==> src/rtl/timer_keypad_entry.sv <==
// ---------------------------------------------------------------------------
// timer_keypad_entry
//
// Keypad time-entry and run-control stage for the countdown timer. Digit keys
// shift into a four-digit MM:SS entry register. CLEAR, START and STOP keys
// drive the parallel-load strobe and the active-low count enable of the
// downstream digit down-counter chain. A terminal count from that chain
// returns the block to entry mode.
//
// Ports
//   clk          system clock, rising edge
//   rst          synchronous, active-low reset
//   key_valid    keypad key-down level (high while a key is held)
//   key_code     key code: 0-9 digit, 10 CLEAR, 11 START, 12 STOP, 13-15 none
//   timer_done   terminal-count flag from the counter chain
//   min_tens, min_ones, sec_tens, sec_ones
//                registered entry digits, fed to the counters' load inputs
//   load         one-cycle parallel-load strobe
//   enable_n     active-low count enable
//   digit_count  digits accepted since the entry register was emptied (0-4)
//   running      high while counting (state RUN)
// ---------------------------------------------------------------------------
module timer_keypad_entry (
    input  logic       clk,
    input  logic       rst,
    input  logic       key_valid,
    input  logic [3:0] key_code,
    input  logic       timer_done,
    output logic [3:0] min_tens,
    output logic [3:0] min_ones,
    output logic [3:0] sec_tens,
    output logic [3:0] sec_ones,
    output logic       load,
    output logic       enable_n,
    output logic [2:0] digit_count,
    output logic       running
);

    typedef enum logic [1:0] {
        ENTRY  = 2'd0,
        LOAD   = 2'd1,
        RUN    = 2'd2,
        PAUSED = 2'd3
    } state_t;

    localparam logic [3:0] KEY_CLEAR = 4'd10;
    localparam logic [3:0] KEY_START = 4'd11;
    localparam logic [3:0] KEY_STOP  = 4'd12;

    state_t state;
    logic   key_q;
    logic   key_event;
    logic   is_digit;
    logic   all_zero;

    // key_q resets to 1 so a key held through reset is not seen as a new press.
    assign key_event = key_valid & ~key_q;
    assign is_digit  = (key_code <= 4'd9);
    assign all_zero  = (min_tens == 4'd0) && (min_ones == 4'd0) &&
                       (sec_tens == 4'd0) && (sec_ones == 4'd0);

    always_ff @(posedge clk) begin
        if (!rst) begin
            state       <= ENTRY;
            key_q       <= 1'b1;
            min_tens    <= 4'd0;
            min_ones    <= 4'd0;
            sec_tens    <= 4'd0;
            sec_ones    <= 4'd0;
            digit_count <= 3'd0;
            load        <= 1'b0;
            enable_n    <= 1'b1;
            running     <= 1'b0;
        end else begin
            key_q <= key_valid;
            load  <= 1'b0;

            case (state)
                ENTRY: begin
                    if (key_event) begin
                        if (is_digit) begin
                            if (digit_count < 3'd4) begin
                                // The first digit of a fresh entry wipes the
                                // digits retained from the previous run.
                                if (digit_count == 3'd0) begin
                                    min_tens <= 4'd0;
                                    min_ones <= 4'd0;
                                    sec_tens <= 4'd0;
                                end else begin
                                    min_tens <= min_ones;
                                    min_ones <= sec_tens;
                                    sec_tens <= sec_ones;
                                end
                                sec_ones    <= key_code;
                                digit_count <= digit_count + 3'd1;
                            end
                        end else if (key_code == KEY_CLEAR) begin
                            min_tens    <= 4'd0;
                            min_ones    <= 4'd0;
                            sec_tens    <= 4'd0;
                            sec_ones    <= 4'd0;
                            digit_count <= 3'd0;
                        end else if (key_code == KEY_START && !all_zero) begin
                            load        <= 1'b1;
                            digit_count <= 3'd0;
                            state       <= LOAD;
                        end
                    end
                end

                // One cycle so the counters load before their first enabled count.
                LOAD: begin
                    enable_n <= 1'b0;
                    running  <= 1'b1;
                    state    <= RUN;
                end

                RUN: begin
                    // Terminal count wins over any key event on the same edge.
                    if (timer_done) begin
                        enable_n <= 1'b1;
                        running  <= 1'b0;
                        state    <= ENTRY;
                    end else if (key_event && key_code == KEY_STOP) begin
                        enable_n <= 1'b1;
                        running  <= 1'b0;
                        state    <= PAUSED;
                    end else if (key_event && key_code == KEY_CLEAR) begin
                        enable_n    <= 1'b1;
                        running     <= 1'b0;
                        min_tens    <= 4'd0;
                        min_ones    <= 4'd0;
                        sec_tens    <= 4'd0;
                        sec_ones    <= 4'd0;
                        digit_count <= 3'd0;
                        state       <= ENTRY;
                    end
                end

                PAUSED: begin
                    // Resume without a load; the counters still hold their value.
                    if (key_event && key_code == KEY_START) begin
                        enable_n <= 1'b0;
                        running  <= 1'b1;
                        state    <= RUN;
                    end else if (key_event && key_code == KEY_CLEAR) begin
                        min_tens    <= 4'd0;
                        min_ones    <= 4'd0;
                        sec_tens    <= 4'd0;
                        sec_ones    <= 4'd0;
                        digit_count <= 3'd0;
                        state       <= ENTRY;
                    end
                end

                default: begin
                    state <= ENTRY;
                end
            endcase
        end
    end

endmodule

==> config.mk <==
export PLATFORM = sky130hd
export DESIGN_NAME = timer_keypad_entry
export DESIGN_NICKNAME = d
export VERILOG_FILES = /design/src/rtl/timer_keypad_entry.sv
export SDC_FILE = /design/constraint.sdc
export NUM_CORES = 1
export LEC_CHECK = 0
export CAP_MARGIN = 20
export CORE_UTILIZATION = 60
export CTS_BUF_LIST = sky130_fd_sc_hd__clkbuf_4
export DETAILED_ROUTE_END_ITERATION = 10
export DONT_BUFFER_PORTS = 1
export HOLD_SLACK_MARGIN = 0.15
export PLACE_DENSITY = 0.73
export SYNTH_ARGS = -nofsm -noshare
export SYNTH_HDL_FRONTEND = slang
export SYNTH_SLANG_ARGS = --single-unit
==> constraint.sdc <==
create_clock -name clk -period 2.23 [get_ports clk]
set_clock_uncertainty 0.2 [all_clocks]
set_input_delay 0.223 -clock clk [delete_from_list [all_inputs] [get_ports clk]]
set_output_delay 0.223 -clock clk [all_outputs]
set_load 0.01 [all_outputs]
Word-level counts from Yosys, hierarchy flattened
Index checks and enable logic that the tools add are counted.
{ "classes": {"shift": 0, "n_mul": 0, "n_eq_ne": 18, "mux": 66, "reduce_logical": 21, "n_bitwise": 5, "n_lt_le_gt_ge": 2, "n_div": 0, "addsub": 1} }
{ "op_table": {"columns": ["cell", "n"], "rows": [
  ["$mux W4", 32],
  ["$pmux W4 S3", 4],
  ["$mux W3", 9],
  ["$logic_not A4 Y1", 4],
  ["$mux W2", 8],
  ["$ne A2 B2 Y1 const B", 8],
  ["$reduce_and A7 Y1", 2],
  ["$eq A4 B4 Y1 const B", 3],
  ["$mux W1", 9],
  ["$pmux W3 S3", 1],
  ["$ne A4 B4 Y1 const B", 2],
  ["$pmux W2 S4", 1],
  ["$logic_and A1 B1 Y1", 7],
  ["$ne A3 B3 Y1 const B", 2],
  ["$pmux W1 S3", 2],
  ["$reduce_bool A3 Y1", 2],
  ["$reduce_or A5 Y1", 1],
  ["$eq A2 B2 Y1 const B", 2],
  ["$le A4 B4 Y1 const B", 1],
  ["$not A1 Y1", 4],
  ["$reduce_and A4 Y1", 1],
  ["$add A3 B1 Y3 const B", 1],
  ["$logic_not A3 Y1", 1],
  ["$lt A3 B3 Y1 const B", 1],
  ["other kinds (5)", 5]
]} }
{ "totals": {"mem_count": 0, "latch_bits": 0, "output_inout_bits": 22, "register_bits": 25, "ram_bits": 0, "mem_bits_ro": 0} }

Longest topological paths before layout
{ "depth": {"ltp_word": 11, "depth_mapped": 8} }

Worst setup path before layout
No wires, ideal clock.
{ "synth_timing": {"path_type": "reg2reg", "from": "register state[1]", "to": "register min_ones[3]", "required_time_ns": 1.910, "setup_time_ns": 0.120, "slack_ns": 0.336, "arrival_ns": 1.574, "path_stages_with_launch": 8, "path_cell_list": "dfxtp_1 clkbuf_1 nor2_1 and3_1 a2111oi_4 nand2_4 buf_6 mux2i_1"} }
{ "synth_between": {"elab_chain_len": 3, "word_cells_on_any_way": 12} }
{ "synth_lines": {"columns": ["item", "line_no", "source"], "rows": [
  ["start, declared", "50", "state_t state;"],
  ["start signal, assigned", "64", "state <= ENTRY;"],
  ["start signal, assigned", "106", "state <= LOAD;"],
  ["start signal, assigned", "115", "state <= RUN;"],
  ["$eq A2 B2 Y1 or $logic_not A2 Y1 (tied branches)", "78", "case (state)"],
  ["$ne A2 B2 Y1 (no line), or another cell as far along", null, null],
  ["$reduce_and A7 Y1 (no line)", null, null],
  ["end signal, assigned", "91", "min_ones <= sec_tens;"],
  ["end, declared", "30", "output logic [3:0] min_ones,"]
]} }
Several ways; a longest one is shown, not always the timed one.
A chain may end at the register's enable or synchronous reset.

Worst setup path in the final report
{ "layout_timing": {"from": "input port key_code[2]", "to": "register sec_tens[1]"} }
{ "layout_between": {"elab_chain_len": 6, "word_cells_on_any_way": 19} }
{ "layout_lines": {"columns": ["item", "line_no", "source"], "rows": [
  ["start, declared", "27", "input logic [3:0] key_code,"],
  ["$eq A4 B4 Y1", "97, 128, 146", null],
  ["$logic_and A1 B1 Y1", "128, 146", null],
  ["$mux W4 (3 in a row)", null, null],
  ["$pmux W4 S3", "78", null],
  ["end signal, assigned", "92", "sec_tens <= sec_ones;"],
  ["end, declared", "31", "output logic [3:0] sec_tens,"]
]} }
Several ways; a longest one is shown, not always the timed one. The select of a mux whose other input is x is not followed.

==> results_dict.tcl <==
set metrics [dict create \
    ant_nets 0 \
    clk_latency_ns 0.33 \
    start_kind "input pin" \
    synth_edf_count 0 \
    endpoint_kind "flop" \
    fp-row-count 16 \
    cts_sinks 25 \
    grt_pass1_wl_mm 4.416 \
    postPlaceCellArea_mm2 0.001247 \
    design_area_mm2 0.001491 \
    yosys_warnings 0 \
    fin_setup_tns_ns 0 \
    num-fill-cells 159 \
    syn_to_final_growth_pct 19.20 \
    grt.total_usage_pct 28.44 \
    cp_max_fo 16 \
    wire_per_inst_um 16.11 \
    dp.final_hpwl_mm 1.697 \
    hold_viol_final 0 \
    slew_violations 0 \
    drive_gt1_share_pct 6.962 \
    via_per_inst 6.070 \
    rsz0062_at_grt "no" \
    grt_pass1_vias 977 \
    core_area_mm2 0.001962 \
    gr-total-overflow 0 \
    max_freq_ghz 0.4686 \
    power.density_mw_per_mm2 491.3 \
    ys.flop_type "dfxtp_1" \
    maxSlewHeadroom_pct 58.92 \
    gp_congestion 0.7893 \
    fin_crit_sh_pct 95.70 \
    grt_max_degree 18 \
    path_clk_slew_ns 0.13 \
    cts_max_path_buffers 2 \
    leakage_nw 0.6145 \
    initial_core_util_pct 63.78 \
    period_needed_ns 2.134 \
    path_class "in -> reg" \
    synth_nets 152 \
    cp.arrival_ns 2.19 \
    ios 30 \
    ys_ff_latch 25 \
    n_antenna_cell 0 \
    worst_pin_slew_ns 0.6163 \
    route.detailed.drc 0 \
    synth-seq-area-share_pct 40.00 \
    min_path_type "in -> reg" \
    cts_tree "done" \
    antenna_found_initial 0 \
    status "finished clean" \
    ir_drop_mv 0.3661 \
    htree_levels 1 \
    setup_violations 0 \
    cts_made_buffers 3 \
    avgSynthCellArea_um2 8.811 \
    worst_ep_required_time_ns 2.29 \
    ys_types 32 \
    synth_area_mm2 0.001251 \
    die_y_um 47.67 \
    synth_cells 142 \
    ys_async_sr_fraction_pct 0 \
    finalNetCount 169 \
    die_area_mm2 0.002272 \
    first_pass_iters 4 \
    die_x_um 47.67 \
    routed_wl_mm 2.981 \
    cts_root_buffer "clkbuf_4" \
    cap_viol_max_count 0 \
    cts_setup_buffers 0 \
    drt_iter0_markers 28 \
    vias 1123 \
    io_buffers 0 \
]
[where the power goes]
group | switching (mW) | total [mW] | internal (mW)
Sequential | 0.00476 | 0.455 | 0.450
Combinational | 0.0333 | 0.0667 | 0.0334
Clock | 0.144 | 0.211 | 0.0674
[state kept, by name, indices dropped and copies added (netlist names)]
| signal | flops |
|---|---|
| min_tens | 4 |
| key_q | 1 |
| load | 1 |
| min_ones | 4 |
| enable_n | 1 |
| digit_count | 3 |
| sec_ones | 4 |
| running | 1 |
| state | 2 |
| sec_tens | 4 |
[critical path: stages]
cell           delay [ns]
dlygate4sd3_1        0.62
nand4bb_4            0.27
o31a_1               0.31
a2111oi_4            0.29
nand2_4              0.24
mux2i_1              0.23
[cells by family after synthesis]
group	Yosys count	synth area share, %
xor+xnor	1	0.7001
mux	19	15.20
buf+inv	13	4.799
simple gates	69	28.90
flops	25	40.00
compound gates	13	8.401
fa+ha+maj	2	2.000
[Yosys cell counts (2+ instances only)]
cell type  instances  share of area, %
nor4b_1            2               1.4
nand3_1            2              0.80
ha_1               2               2.0
o21ai_0            4               1.6
nor3_1             2              0.80
dfxtp_1           25                40
a21boi_0           2               1.2
nor4_1             5               2.5
and3_1             2               1.0
mux2i_1           19                15
o21ai_1            2              0.80
buf_2              3               1.2
nand2b_1           2               1.0
inv_1              4               1.2
clkbuf_1           5               1.5
nand2_1           41                12
nor2_1             2              0.60
nor3b_1            4               2.4
[layer usage]
| layer | vias to the layer above | wire [µm] | GRT usage (%) |
|---|---|---|---|
| met4 | 0 | 38 | 15.00 |
| met3 | 5 | 231 | 6.792 |
| met5 | - | 0 | 0 |
| met2 | 57 | 1481 | 46.30 |
| li1 | 527 | - | - |
| met1 | 534 | 1230 | 34.78 |
[final cells by class]
cell class | instances | area (µm²) | share of cell area (%)
clock buffers | 3 | 22.52 | 1.510
clock inverters | 1 | 5.005 | 0.3356
inverters | 4 | 15.01 | 1.007
multi-input cells | 104 | 704.4 | 47.23
flip-flops and latches | 25 | 500.5 | 33.56
well taps | 27 | 33.78 | 2.265
repair buffers | 21 | 210.2 | 14.09
[cells in the final DEF (no fill, tap or decap), drive strengths merged, types with 2 or more instances in the layout]
| master | Yosys | routed |
|---|---|---|
| and3 | 2 | 2 |
| nor3b | 4 | 4 |
| nor4b | 2 | 2 |
| o21ai | 6 | 6 |
| dlygate4sd3 | 0 | 19 |
| nand2b | 2 | 2 |
| clkbuf | 5 | 3 |
| nand3 | 2 | 2 |
| a21boi | 2 | 2 |
| nor3 | 2 | 2 |
| nand2 | 42 | 42 |
| dfxtp | 25 | 25 |
| ha | 2 | 2 |
| nor2 | 2 | 2 |
| nor4 | 5 | 5 |
| inv | 4 | 4 |
| mux2i | 19 | 19 |
[repair_timing]
| action | in CTS | in global routing |
|---|---|---|
| setup endpoints to repair | 0 | 6 |
| endpoints found under the hold margin | 25 | 0 |
| resized for setup | 0 | 4 |
| hold buffers | 20 | 0 |
[through the flow]
stage / instances / hold slack, ns / setup WS (ns) / power [mW] / utilization, %
final: 185 / 0.1889 / 0.09583 / 0.7328 / 76.02
after global routing: 185 / 0.1852 / 0.03331 / 0.7576 / 76.02
after CTS: 185 / 0.1773 / 0.01852 / 0.7298 / 75.19
after detailed placement: 161 / 0.09056 / 0.2475 / 0.5040 / 63.58
after global placement: 161 / 0.08798 / 0.2630 / 0.5024 / 63.58
after floorplan: 142 / 0.1245 / 0.3364 / 0.5071 / -
[path summary, 6_finish.rpt]
| kind | from | endpoint | slack (ns) | cells past startpoint |
|---|---|---|---|---|
| max | key_code[2] | sec_tens[1]$_SDFFE_PN0P_ | 0.1 | 6 |
| min | key_code[3] | digit_count[2]$_SDFFE_PN0P_ | 0.19 | 3 |
| max reg2reg | sec_tens[3]$_SDFFE_PN0P_ | digit_count[1]$_SDFFE_PN0P_ | 0.12 | 5 |
| min reg2reg | min_tens[3]$_SDFFE_PN0P_ | min_tens[3]$_SDFFE_PN0P_ | 0.34 | 2 |
Power figures use the tool's default switching activity.
